[config.mk]
export PLATFORM = sky130hd
export DESIGN_NAME = ahb_rr_arbiter
export DESIGN_NICKNAME = d
export VERILOG_FILES = /design/src/rtl/ahb_rr_arbiter.sv
export SDC_FILE = /design/constraint.sdc
export NUM_CORES = 1
export LEC_CHECK = 0
export BUFFER_PORTS_ARGS = -buffer_cell sky130_fd_sc_hd__buf_2
export CAP_MARGIN = 25
export CORE_MARGIN = 1.5
export CORE_UTILIZATION = 35
export DETAILED_ROUTE_END_ITERATION = 16
export MAX_ROUTING_LAYER = met4
export PLACE_DENSITY = 0.59
export SYNTH_ARGS = -nofsm -noshare
export SYNTH_HDL_FRONTEND = slang
export SYNTH_SLANG_ARGS = --single-unit
[constraint.sdc]
create_clock -name HCLK -period 2.3 [get_ports HCLK]
set_input_delay 0.69 -clock HCLK [delete_from_list [all_inputs] [get_ports HCLK]]
set_output_delay 0.69 -clock HCLK [all_outputs]
set_load 0.02 [all_outputs]
[src/rtl/ahb_rr_arbiter.sv]
// Purpose : round-robin AHB bus arbiter that shares one slave-side bus between NUM_MASTERS masters.
// Latency : HGRANT moves at the HREADY edge after arbitration; HMASTER/HMASTLOCK follow one HREADY edge later.
// Backpressure: HREADY low freezes grant, owner, lock and burst tracking; locks and fixed bursts block re-arbitration.
//
// Ports:
//   HCLK, HRESETn    bus clock (rising edge) and asynchronous active-low reset
//   HBUSREQ, HLOCK   per-master request and lock request
//   HTRANS, HBURST   transfer type / burst type of the current address-phase master
//   HREADY           qualifies every arbitration and phase update
//   HGRANT           one-hot grant
//   HMASTER          index of the master owning the current address phase
//   HMASTLOCK        current address phase is locked
module ahb_rr_arbiter #(
    parameter int NUM_MASTERS    = 4,
    parameter int MASTER_W       = 2,
    parameter int DEFAULT_MASTER = 0
) (
    input  logic                   HCLK,
    input  logic                   HRESETn,
    input  logic [NUM_MASTERS-1:0] HBUSREQ,
    input  logic [NUM_MASTERS-1:0] HLOCK,
    input  logic [1:0]             HTRANS,
    input  logic [2:0]             HBURST,
    input  logic                   HREADY,
    output logic [NUM_MASTERS-1:0] HGRANT,
    output logic [MASTER_W-1:0]    HMASTER,
    output logic                   HMASTLOCK
);

    localparam logic [1:0] TR_IDLE   = 2'b00;
    localparam logic [1:0] TR_NONSEQ = 2'b10;
    localparam logic [1:0] TR_SEQ    = 2'b11;

    localparam logic [MASTER_W-1:0] DEF_IDX = MASTER_W'(DEFAULT_MASTER);

    // grant_idx is both the current grant and the round-robin pointer:
    // the search always starts just after the master holding the grant.
    logic [MASTER_W-1:0] grant_idx;
    logic [4:0]          beats_left;

    logic [4:0]          burst_last;   // L-1 for fixed bursts, 0 for SINGLE/INCR
    logic                fixed_burst;
    logic                nonseq_fixed;
    logic                hold;
    logic [MASTER_W-1:0] winner;
    logic                found;
    logic [MASTER_W-1:0] cand_idx;
    int                  cand;

    // ------------------------------------------------------------------
    // Burst length decode
    // ------------------------------------------------------------------
    always_comb begin
        burst_last = 5'd0;
        case (HBURST)
            3'b010, 3'b011: burst_last = 5'd3;
            3'b100, 3'b101: burst_last = 5'd7;
            3'b110, 3'b111: burst_last = 5'd15;
            default:        burst_last = 5'd0;
        endcase
    end

    assign fixed_burst  = (burst_last != 5'd0);
    assign nonseq_fixed = HREADY && (HTRANS == TR_NONSEQ) && fixed_burst;

    // Grant is frozen while the owner locks the bus or while a fixed burst
    // still has more than two beats to go. With exactly two beats left the
    // grant may move only on an accepted SEQ: that edge accepts the
    // second-to-last beat, so the new owner takes the address phase right
    // after the last beat with no idle cycle in between.
    assign hold = HLOCK[grant_idx]
                || nonseq_fixed
                || (beats_left >= 5'd3)
                || ((beats_left == 5'd2) && (HTRANS != TR_SEQ));

    // ------------------------------------------------------------------
    // Round-robin search: start at grant_idx+1, wrap, current owner last.
    // ------------------------------------------------------------------
    always_comb begin
        winner   = DEF_IDX;
        found    = 1'b0;
        cand     = 0;
        cand_idx = '0;
        for (int i = 1; i <= NUM_MASTERS; i++) begin
            cand = int'(grant_idx) + i;
            if (cand >= NUM_MASTERS) begin
                cand = cand - NUM_MASTERS;
            end
            cand_idx = MASTER_W'(cand);
            if (!found && HBUSREQ[cand_idx]) begin
                winner = cand_idx;
                found  = 1'b1;
            end
        end
    end

    // ------------------------------------------------------------------
    // State: grant, address-phase owner/lock, burst beat counter
    // ------------------------------------------------------------------
    always_ff @(posedge HCLK or negedge HRESETn) begin
        if (!HRESETn) begin
            grant_idx  <= DEF_IDX;
            HMASTER    <= DEF_IDX;
            HMASTLOCK  <= 1'b0;
            beats_left <= 5'd0;
        end else if (HREADY) begin
            if (!hold) begin
                grant_idx <= winner;
            end
            // Owner and lock follow the grant that was valid before this edge.
            HMASTER   <= grant_idx;
            HMASTLOCK <= HLOCK[grant_idx];

            case (HTRANS)
                TR_NONSEQ: beats_left <= burst_last;
                TR_SEQ: begin
                    if (beats_left != 5'd0) begin
                        beats_left <= beats_left - 5'd1;
                    end
                end
                // IDLE mid-burst means early termination (e.g. ERROR response)
                TR_IDLE:   beats_left <= 5'd0;
                default:   beats_left <= beats_left;   // BUSY
            endcase
        end
    end

    // Grant is stored as an index so the one-hot output can never have
    // zero or multiple bits set.
    always_comb begin
        HGRANT            = '0;
        HGRANT[grant_idx] = 1'b1;
    end

endmodule

==> metrics.cfg, run 1 <==
[synthesis]
syn-num-nets = 125
synth_edf_count = 0
synth_cells = 97
synth.distinct_cells = 36
synth_warnings = 0
synth.largest_area_cell = dfrtp_1
synthTopCellsByArea = dfrtp_1, ha_1, o21ai_0
ys_ff_latch = 10
ys.flop_type = dfrtp_1
postSynthAreaPerCell_um2 = 9.236
synth.yosys.seq_area_share_pct = 27.93
synth_area_um2 = 895.9
yosys.area.top_type_share_pct = 27.93
async_flop_share_pct = 100.0

[route]
antenna_left = 0
totalWireLength_um = 1909
dr.pass1.iters = 4
drtIter0Drc = 20
via_count = 797
drcViolationCount = 0
vias_per_cell = 5.209
wire_per_inst_um = 12.48

[timing]
tightest_slew_ps = 412.3
finalHoldViolCount = 0
relSlewSlack_pct = 72.51
setup_viol = 0
period_minus_slack_ps = 2070
tns_ps = 0
final.period_utilization_pct = 90.01
clock_skew_ps = 0.4832
maxSlewViolCount = 0
fmax_mhz = 483.0
rsz0062_at_grt = false

[finish]
synthToLayoutAreaGrowth_pct = 20.81
regArea_um2 = 250.2
layout.nets = 152
final_util_pct = 44.09
multiInputGateArea_um2 = 604.3
drive_above_1_share_pct = 30.08
nFillCells = 247
antenna_cells = 0

[global_routing]
gr-usage-all-layers_pct = 16.01
grt_overflow = 0
grt_pass1_vias = 688
antenna_found_initial = 0
grt_pass1_wl_um = 3139
grt_max_degree = 14

[power]
irDropWorstVdd_mv = 0.5821
p_switching_uw = 467.4
comb_power_share_pct = 54.2
p_seq_share_pct = 29.7
p_int_uw = 567.9
switching_share_pct = 45.14
pwr-share-clk_pct = 16.1
power_density_nw_per_um2 = 956.6
p_leak_uw = 0.0005112

[setup_path]
worst_setup_path_end_kind = output port
worstPathArrival_ps = 1380
worstPathMaxFanout = 13
crit_path_start_kind = register
critical_path_class = register to output port
worstPathRequired_ps = 1610

[cts]
cts_root_buf = clkbuf_4
cts_hold_buf = 0
clock_sinks = 10
cts_setup_buffers = 0
numCtsBuffers = 3
clk_latency_ps = 270
cts_resized = 0
htree_levels = 1
clk_path_buf_depth = 2
cts_tree = done
cts.reportedPaths.clkPinSlew_ps = 70

[die]
initial_utilization_pct = 36.49
rows = 18
die_area_um2 = 2872
io-pin-count = 23
die_w_um = 53.59
coreArea_um2 = 2455
die_h_um = 53.59

[placement]
dpl.hpwl_um = 1428
portBuffers = 21
place.gp.congestion = 0.8692

[hold_path]
hp-class = input pin to async pin

[run]
maxCapViolCount = 0

[status]
outcome = finished, final reports clean

[cell usage after synthesis (2+ instances only)]
library cell and n:
ha_1 12, inv_1 7, nand2b_1 4, mux2_2 3, nand3b_1 3, nor3_1 3
nand3_1 2, dfrtp_1 10, a21oi_1 4, a31oi_1 2, and2_1 2, o21ai_0 10
nor2_1 6, nand2_1 7
[cell type report]
class	count	share of cell area (%)
Inverter	7	2.428
Sequential cell	10	23.12
Timing Repair Buffer	24	11.79
Clock buffer	4	3.353
Multi-Input combinational cell	78	55.84
Tap cell	30	3.468
[logic make-up after synthesis]
kind of cell,share of synthesized area (%)
AND/OR/NAND/NOR,19.83
AO/OA/AOI/OAI,21.93
adder cells (fa/ha/maj),16.76
flip-flops,27.93
buffers and inverters,4.609
multiplexers,7.960
XOR/XNOR,0.9778
[power by group through the flow]
stage | clock network [uW] | registers [uW] | logic (uW)
finish | 166 | 308 | 562
global route | 182 | 321 | 624
CTS | 171 | 307 | 563
floorplan | 0 | 313 | 417
detailed placement | 0 | 311 | 558
global placement | 0 | 306 | 548
[worst paths after layout]
path | start | end | slack [ps] | depth (start not counted)
min | HRESETn | beats_left[2]$_DFFE_PN0P_ | 260 | 1
max reg2reg | grant_idx[1]$_DFFE_PN0P_ | grant_idx[1]$_DFFE_PN0P_ | 260 | 7
max | grant_idx[1]$_DFFE_PN0P_ | HGRANT[0] | 230 | 3
max in group asynchronous | HRESETn | HMASTER[1]$_DFFE_PN0P_ | 1850 | 1
min in group HCLK | HMASTLOCK$_DFFE_PN0P_ | HMASTLOCK$_DFFE_PN0P_ | 520 | 1
min reg2reg | HMASTLOCK$_DFFE_PN0P_ | HMASTLOCK$_DFFE_PN0P_ | 520 | 1
[per-layer routing]
layer  up-vias  wire, um  global-route usage [%]
met5         -         0                       -
met4         0        57                   11.54
li1        401         -                       -
met2        22       802                   20.37
met3         4        73                   1.667
met1       370       975                   23.06
[cells in the final DEF, fill, tap and decap left out, types with 2 or more instances in the layout]
| cell type | n |
|---|---|
| buf_2 | 21 |
| nor3_1 | 3 |
| o21ai_0 | 10 |
| nand3b_1 | 3 |
| nand2_1 | 7 |
| and2_1 | 2 |
| buf_4 | 3 |
| inv_1 | 7 |
| a21oi_1 | 4 |
| nand3_1 | 2 |
| a31oi_1 | 2 |
| ha_1 | 12 |
| mux2_2 | 3 |
| clkbuf_4 | 3 |
| nand2b_1 | 4 |
| dfrtp_1 | 10 |
| nor2_1 | 6 |
[critical path, stage by stage, from the launching register on]
cell     delay, ps
dfrtp_1        600
inv_1          150
ha_1           210
buf_2          150
[metrics by stage]
step	power [uW]	instance area [um2]	setup slack, ps	instances	hold slack [ps]
after floorplan	730.4	895.9	204.2	97	394.4
final	1035	1082	229.7	153	262.1
after CTS	1041	1082	219.2	153	266.3
after global routing	1127	1082	129.6	153	266.9
after detailed placement	868.6	1046	28.79	149	495.2
after global placement	853.8	1046	22.54	149	491.1
[sequential cells by signal, summed over array words and instances (netlist names)]
name and cells:
grant_idx 2, beats_left 5, HMASTER 2, HMASTLOCK 1
Power figures use the tool's default switching activity.
==> run 2: changes to the inputs <==
--- a/config.mk
+++ b/config.mk
@@ -12,6 +12,7 @@
 export DETAILED_ROUTE_END_ITERATION = 16
 export MAX_ROUTING_LAYER = met4
 export PLACE_DENSITY = 0.59
+export RECOVER_POWER = 25
 export SYNTH_ARGS = -nofsm -noshare
 export SYNTH_HDL_FRONTEND = slang
 export SYNTH_SLANG_ARGS = --single-unit
==> run 2 against run 1 <==
Clock power about the same. Register-to-register slack about the same. Routed wire length decreased by 0.31%. Die area unchanged. Final cell count unchanged. Critical path type unchanged.
==> metrics.cfg, run 2 (synthesized netlist as in run 1, its figures left out) <==
[status]
outcome = finished, final reports clean  ; unchanged

[power]
comb_power_share_pct = 54.2  ; about the same
p_leak_uw = 0.0005084  ; was 0.0005112 uW
p_int_uw = 567.5  ; was 567.9 uW
pwr-share-clk_pct = 16.1  ; about the same
p_seq_share_pct = 29.8  ; was 29.7%
switching_share_pct = 45.10  ; was 45.14%
p_switching_uw = 466.2  ; was 467.4 uW
power_density_nw_per_um2 = 956.2  ; was 956.6 nW/um2
irDropWorstVdd_mv = 0.5817  ; was 0.5821 mV

[cts]
clk_latency_ps = 270  ; about the same
clk_path_buf_depth = 2  ; unchanged
cts_hold_buf = 0  ; unchanged
cts_root_buf = clkbuf_4  ; unchanged
numCtsBuffers = 3  ; unchanged
htree_levels = 1  ; unchanged
cts_setup_buffers = 0  ; unchanged
cts_resized = 0  ; unchanged
cts_tree = done  ; unchanged
cts.reportedPaths.clkPinSlew_ps = 70  ; about the same
clock_sinks = 10  ; unchanged

[die]
die_h_um = 53.59  ; unchanged
die_area_um2 = 2872  ; unchanged
coreArea_um2 = 2455  ; unchanged
io-pin-count = 23  ; unchanged
initial_utilization_pct = 36.49  ; unchanged
rows = 18  ; unchanged
die_w_um = 53.59  ; unchanged

[hold_path]
hp-class = input pin to async pin  ; unchanged

[timing]
clock_skew_ps = 0.4537  ; was 0.4832 ps
maxSlewViolCount = 0  ; unchanged
period_minus_slack_ps = 2070  ; about the same
rsz0062_at_grt = false  ; unchanged
setup_viol = 0  ; unchanged
tightest_slew_ps = 546.2  ; was 412.3 ps
fmax_mhz = 483.1  ; was 483.0 MHz
relSlewSlack_pct = 63.59  ; was 72.51%
final.period_utilization_pct = 90.00  ; was 90.01%
tns_ps = 0  ; unchanged
finalHoldViolCount = 0  ; unchanged

[setup_path]
worstPathMaxFanout = 13  ; unchanged
worst_setup_path_end_kind = output port  ; unchanged
crit_path_start_kind = register  ; unchanged
critical_path_class = register to output port  ; unchanged
worstPathRequired_ps = 1610  ; about the same
worstPathArrival_ps = 1380  ; about the same

[finish]
synthToLayoutAreaGrowth_pct = 20.67  ; was 20.81%
nFillCells = 246  ; was 247
final_cell_mix = buf_2, ha_1, dfrtp_1, o21ai_0  ; unchanged
regMostFlops = beats_left  ; unchanged
stdcell_area_um2 = 1081  ; was 1082 um2
layout_commonest_cell = buf_2  ; unchanged
reg.largest.list = beats_left x5, HMASTER x2, grant_idx x2  ; unchanged
largest_reg_flops = 5  ; unchanged
drive_above_1_share_pct = 29.27  ; was 30.08%
antenna_cells = 0  ; unchanged
layout.nets = 152  ; unchanged

[global_routing]
antenna_found_initial = 0  ; unchanged
gr-usage-all-layers_pct = 16.01  ; unchanged
grt_pass1_vias = 688  ; unchanged
grt_pass1_wl_um = 3139  ; unchanged
grt_overflow = 0  ; unchanged
grt_max_degree = 14  ; unchanged

[placement]
dpl.hpwl_um = 1428  ; unchanged
place.gp.congestion = 0.8692  ; unchanged
placed_area_um2 = 1046  ; unchanged
portBuffers = 21  ; unchanged

[route]
drcViolationCount = 0  ; unchanged
dr.pass1.iters = 4  ; unchanged
vias_per_cell = 5.203  ; was 5.209
totalWireLength_um = 1903  ; was 1909 um
antenna_left = 0  ; unchanged
drtIter0Drc = 22  ; was 20
via_count = 796  ; was 797
wire_per_inst_um = 12.44  ; was 12.48 um

[run]
maxCapViolCount = 0  ; unchanged

-- run 2: cell types whose count changed in the layout (fill, tap and decap cells not counted), sizes merged --
cell,before,now
buf,24,23
clkbuf,4,5
-- run 2: power groups by stage --
stage               clock network, uW  logic, uW  registers (uW)
global route                      182        624             321
CTS                               171        563             307
global placement                    0        548             306
detailed placement                  0        558             311
finish                            166        560             308
floorplan                           0        417             313
-- run 2: layout make-up --
| cell class | count | area [um2] | area share, % |
|---|---|---|---|
| Clock buffer | 4 | 36.28 | 3.356 |
| Inverter | 7 | 26.28 | 2.431 |
| Multi-Input combinational cell | 78 | 604.3 | 55.90 |
| Sequential cell | 10 | 250.2 | 23.15 |
| Tap cell | 30 | 37.54 | 3.472 |
| Timing Repair Buffer | 24 | 126.4 | 11.69 |
-- run 2: worst paths after layout --
check	startpoint	endpoint	slack [ps]	depth (start not counted)
setup / recovery	grant_idx[1]$_DFFE_PN0P_	HGRANT[0]	230	3
hold / removal	HRESETn	beats_left[2]$_DFFE_PN0P_	370	1
setup reg to reg	grant_idx[1]$_DFFE_PN0P_	grant_idx[1]$_DFFE_PN0P_	260	7
hold reg to reg	HMASTLOCK$_DFFE_PN0P_	HMASTLOCK$_DFFE_PN0P_	520	1
max in group asynchronous	HRESETn	HMASTER[1]$_DFFE_PN0P_	1580	1
min in group HCLK	HMASTLOCK$_DFFE_PN0P_	HMASTLOCK$_DFFE_PN0P_	520	1
-- run 2: worst max-delay path, stage by stage, from the launching register on --
cell and delay (ps):
dfrtp_1 600, inv_1 150, ha_1 210, buf_2 150
-- run 2: metrics by stage --
| stage | cells | util, % | worst slack (ps) | total power, uW | hold WS [ps] |
|---|---|---|---|---|---|
| floorplan | 97 | - | 204.2 | 730.4 | 394.4 |
| global placement | 149 | 42.61 | 22.54 | 853.8 | 491.1 |
| detailed placement | 149 | 42.61 | 28.79 | 868.6 | 495.2 |
| CTS | 153 | 44.09 | 219.2 | 1041 | 266.3 |
| global route | 153 | 44.04 | 129.6 | 1127 | 406.3 |
| finish | 153 | 44.04 | 230.0 | 1034 | 365.7 |
-- run 2: metal layers --
layer | vias up | wire, um | track usage, %
met5 | - | 0 | -
met4 | 0 | 57 | 11.54
met3 | 4 | 62 | 1.667
met2 | 20 | 797 | 20.37
met1 | 371 | 986 | 23.06
li1 | 401 | - | -
==> run 3: changes to the inputs <==
--- a/config.mk
+++ b/config.mk
@@ -11,7 +11,6 @@
 export CORE_UTILIZATION = 35
 export DETAILED_ROUTE_END_ITERATION = 16
 export MAX_ROUTING_LAYER = met4
-export PLACE_DENSITY = 0.59
 export RECOVER_POWER = 25
 export SYNTH_ARGS = -nofsm -noshare
 export SYNTH_HDL_FRONTEND = slang
==> constraint.sdc (replaced) <==
create_clock -name HCLK -period 2 [get_ports HCLK]
set_input_delay 0.6 -clock HCLK [delete_from_list [all_inputs] [get_ports HCLK]]
set_output_delay 0.6 -clock HCLK [all_outputs]
set_load 0.02 [all_outputs]
==> run 3 against run 2 <==
Clock power rose by 5%. Die area unchanged. Largest cell class unchanged. Core utilization rose by 2.2 points. Sequential power increased by 13%. Critical endpoint is now grant_idx[1]$_DFFE_PN0P_. Non-clock buffer count rose by 7. Sequential share of layout area shrank 0.99 points. Design area rose by 5.0%. Largest power group unchanged. Clock skew is essentially flat. Count of clock-buffer cells in the layout is the same. Combinational power rose by 23%. First-iteration DRC count shrank 36%.
==> metrics.cfg, run 3 (synthesized netlist as in run 1, its figures left out) <==
[finish]
drive_above_1_share_pct = 33.85  ; was 29.27%
reg.largest.list = beats_left x5, HMASTER x2, grant_idx x2  ; unchanged
nFillCells = 253  ; was 246
final_cells = 160  ; was 153
layout.nets = 159  ; was 152
layout_commonest_cell = buf_2  ; unchanged
regMostFlops = beats_left  ; unchanged
final_cell_mix = buf_2, ha_1, o21ai_0, buf_4, dfrtp_1  ; was buf_2, ha_1, dfrtp_1, o21ai_0
synthToLayoutAreaGrowth_pct = 26.68  ; was 20.67%
antenna_cells = 0  ; unchanged
largest_reg_flops = 5  ; unchanged

[setup_path]
worstPathMaxFanout = 5  ; was 13
cp_cell_sequence = inv_1 -> ha_1 -> nand2b_1 -> nand3b_1 -> a2111oi_4 -> o211ai_2 -> mux2_4  ; was inv_1 -> ha_1 -> buf_2
worstPathRequired_ps = 2140  ; was 1610 ps
crit_slowest_cell = dfrtp_1  ; unchanged
worstPathArrival_ps = 2010  ; was 1380 ps
critPathMaxStageDelay_ps = 450  ; was 600 ps
critical_path_class = register to register  ; was register to output port
crit_path_start_kind = register  ; unchanged
worst_setup_path_end_kind = register  ; was output port

[global_routing]
busiest_layer = met2  ; was met1
met3_usage_pct = 3.056  ; was 1.667%
grt_pass1_vias = 750  ; was 688
grt_overflow = 0  ; unchanged
gr-usage-all-layers_pct = 16.08  ; was 16.01%
grt.met2_usage_pct = 24.90  ; was 20.37%
antenna_found_initial = 0  ; unchanged
grt_max_degree = 11  ; was 14
met1_usage_pct = 20.38  ; was 23.06%
grt_pass1_wl_um = 3263  ; was 3139 um

[placement]
dpl.hpwl_um = 1602  ; was 1428 um
portBuffers = 21  ; unchanged
place.gp.congestion = 0.8694  ; was 0.8692
placedCellCount = 156  ; was 149

[timing]
final.period_utilization_pct = 93.58
period_minus_slack_ps = 1872
clock_skew_ps = 0.9531  ; was 0.4537 ps
hold_slack_ps = 285.8  ; was 365.7 ps
rsz0062_at_grt = false  ; unchanged
maxSlewViolCount = 0  ; unchanged
setup_viol = 0  ; unchanged
relSlewSlack_pct = 65.53  ; was 63.59%
finalHoldViolCount = 0  ; unchanged
tightest_slew_ps = 517.0  ; was 546.2 ps
fmax_mhz = 534.3

[route]
vias_per_cell = 5.206  ; was 5.203
drtIter0Drc = 14  ; was 22
dr.pass1.iters = 4  ; unchanged
via_count = 833  ; was 796
drcViolationCount = 0  ; unchanged
totalWireLength_um = 1919  ; was 1903 um
antenna_left = 0  ; unchanged
wire_per_inst_um = 11.99  ; was 12.44 um

[die]
coreArea_um2 = 2455  ; unchanged
die_area_um2 = 2872  ; unchanged
io-pin-count = 23  ; unchanged
die_w_um = 53.59  ; unchanged
die_h_um = 53.59  ; unchanged
initial_utilization_pct = 36.49  ; unchanged
rows = 18  ; unchanged

[cts]
clk_path_buf_depth = 2  ; unchanged
clk_latency_ps = 250  ; was 270 ps
cts.reportedPaths.clkPinSlew_ps = 60  ; was 70 ps
cts_root_buf = clkbuf_4  ; unchanged
htree_levels = 1  ; unchanged
numCtsBuffers = 3  ; unchanged
cts_tree = done  ; unchanged
cts_hold_buf = 0  ; unchanged
clock_sinks = 10  ; unchanged

[power]
irDropWorstVdd_mv = 0.7052  ; was 0.5817 mV
p_leak_uw = 0.0005411  ; was 0.0005084 uW
power_density_nw_per_um2 = 1067  ; was 956.2 nW/um2

[status]
outcome = finished, final reports clean  ; unchanged

[run]
maxCapViolCount = 0  ; unchanged

[hold_path]
hp-class = input pin to async pin  ; unchanged

[run 3: worst paths after layout]
path,from,end,slack [ps],cells past startpoint
setup reg to reg,beats_left[0]$_DFFE_PN0P_,grant_idx[1]$_DFFE_PN0P_,130,7
max in group asynchronous,HRESETn,grant_idx[1]$_DFFE_PN0P_,1340,1
hold / removal,HRESETn,beats_left[3]$_DFFE_PN0P_,290,1
setup / recovery,beats_left[0]$_DFFE_PN0P_,grant_idx[1]$_DFFE_PN0P_,130,7
min in group HCLK,HMASTER[1]$_DFFE_PN0P_,HMASTER[1]$_DFFE_PN0P_,500,1
hold reg to reg,HMASTER[1]$_DFFE_PN0P_,HMASTER[1]$_DFFE_PN0P_,500,1
[run 3: timing repair]
| item | in CTS | in global routing |
|---|---|---|
| buffers inserted | 0 | 0 |
| setup endpoints to repair | 0 | 1 |
| hold endpoints to repair | 0 | 0 |
| gates resized for setup | 0 | 1 |
[run 3: metrics by stage]
stage	setup TNS (ps)	total power [uW]	util [%]	instance area, um2	setup slack [ps]
floorplan	0	839.2	-	895.9	87.50
global placement	-113.6	1024	44.75	1099	-113.6
detailed placement	-117.9	1042	44.75	1099	-117.9
CTS	0	1222	46.23	1135	104.8
global route	0	1326	46.23	1135	7.862
finish	0	1211	46.23	1135	128.3
[run 3: final cells by class]
type | count | area (um2) | area share, %
inverter | 7 | 26.28 | 2.315
tap | 30 | 37.54 | 3.308
sequential | 10 | 251.5 | 22.16
timing repair buffer | 31 | 178.9 | 15.77
clock buffer | 4 | 36.28 | 3.197
multi-input combinational | 78 | 604.3 | 53.25
[run 3: report_power, final]
part / internal [uW] / total (uW) / switching [uW]
logic: 303 / 691 / 388
registers: 271 / 347 / 75.5
clock network: 110 / 174 / 63.3
total: 684 / 1210 / 526
[run 3: layer usage]
| layer | wire length, um | part of all wire [%] |
|---|---|---|
| met1 | 944 | 49 |
| met2 | 829 | 43 |
| met3 | 126 | 6.6 |
| met4 | 19 | 0.99 |
| met5 | 0 | 0 |
[run 3: critical path: cells and delay by family, from the launching register on]
family                     cells  cell delay [ps]
AOI/OAI and AO/OA              2              490
DFF                            1              450
muxes                          1              310
and+or+nand+nor                2              180
adders and majority gates      1              210
buffers and inverters          1              120
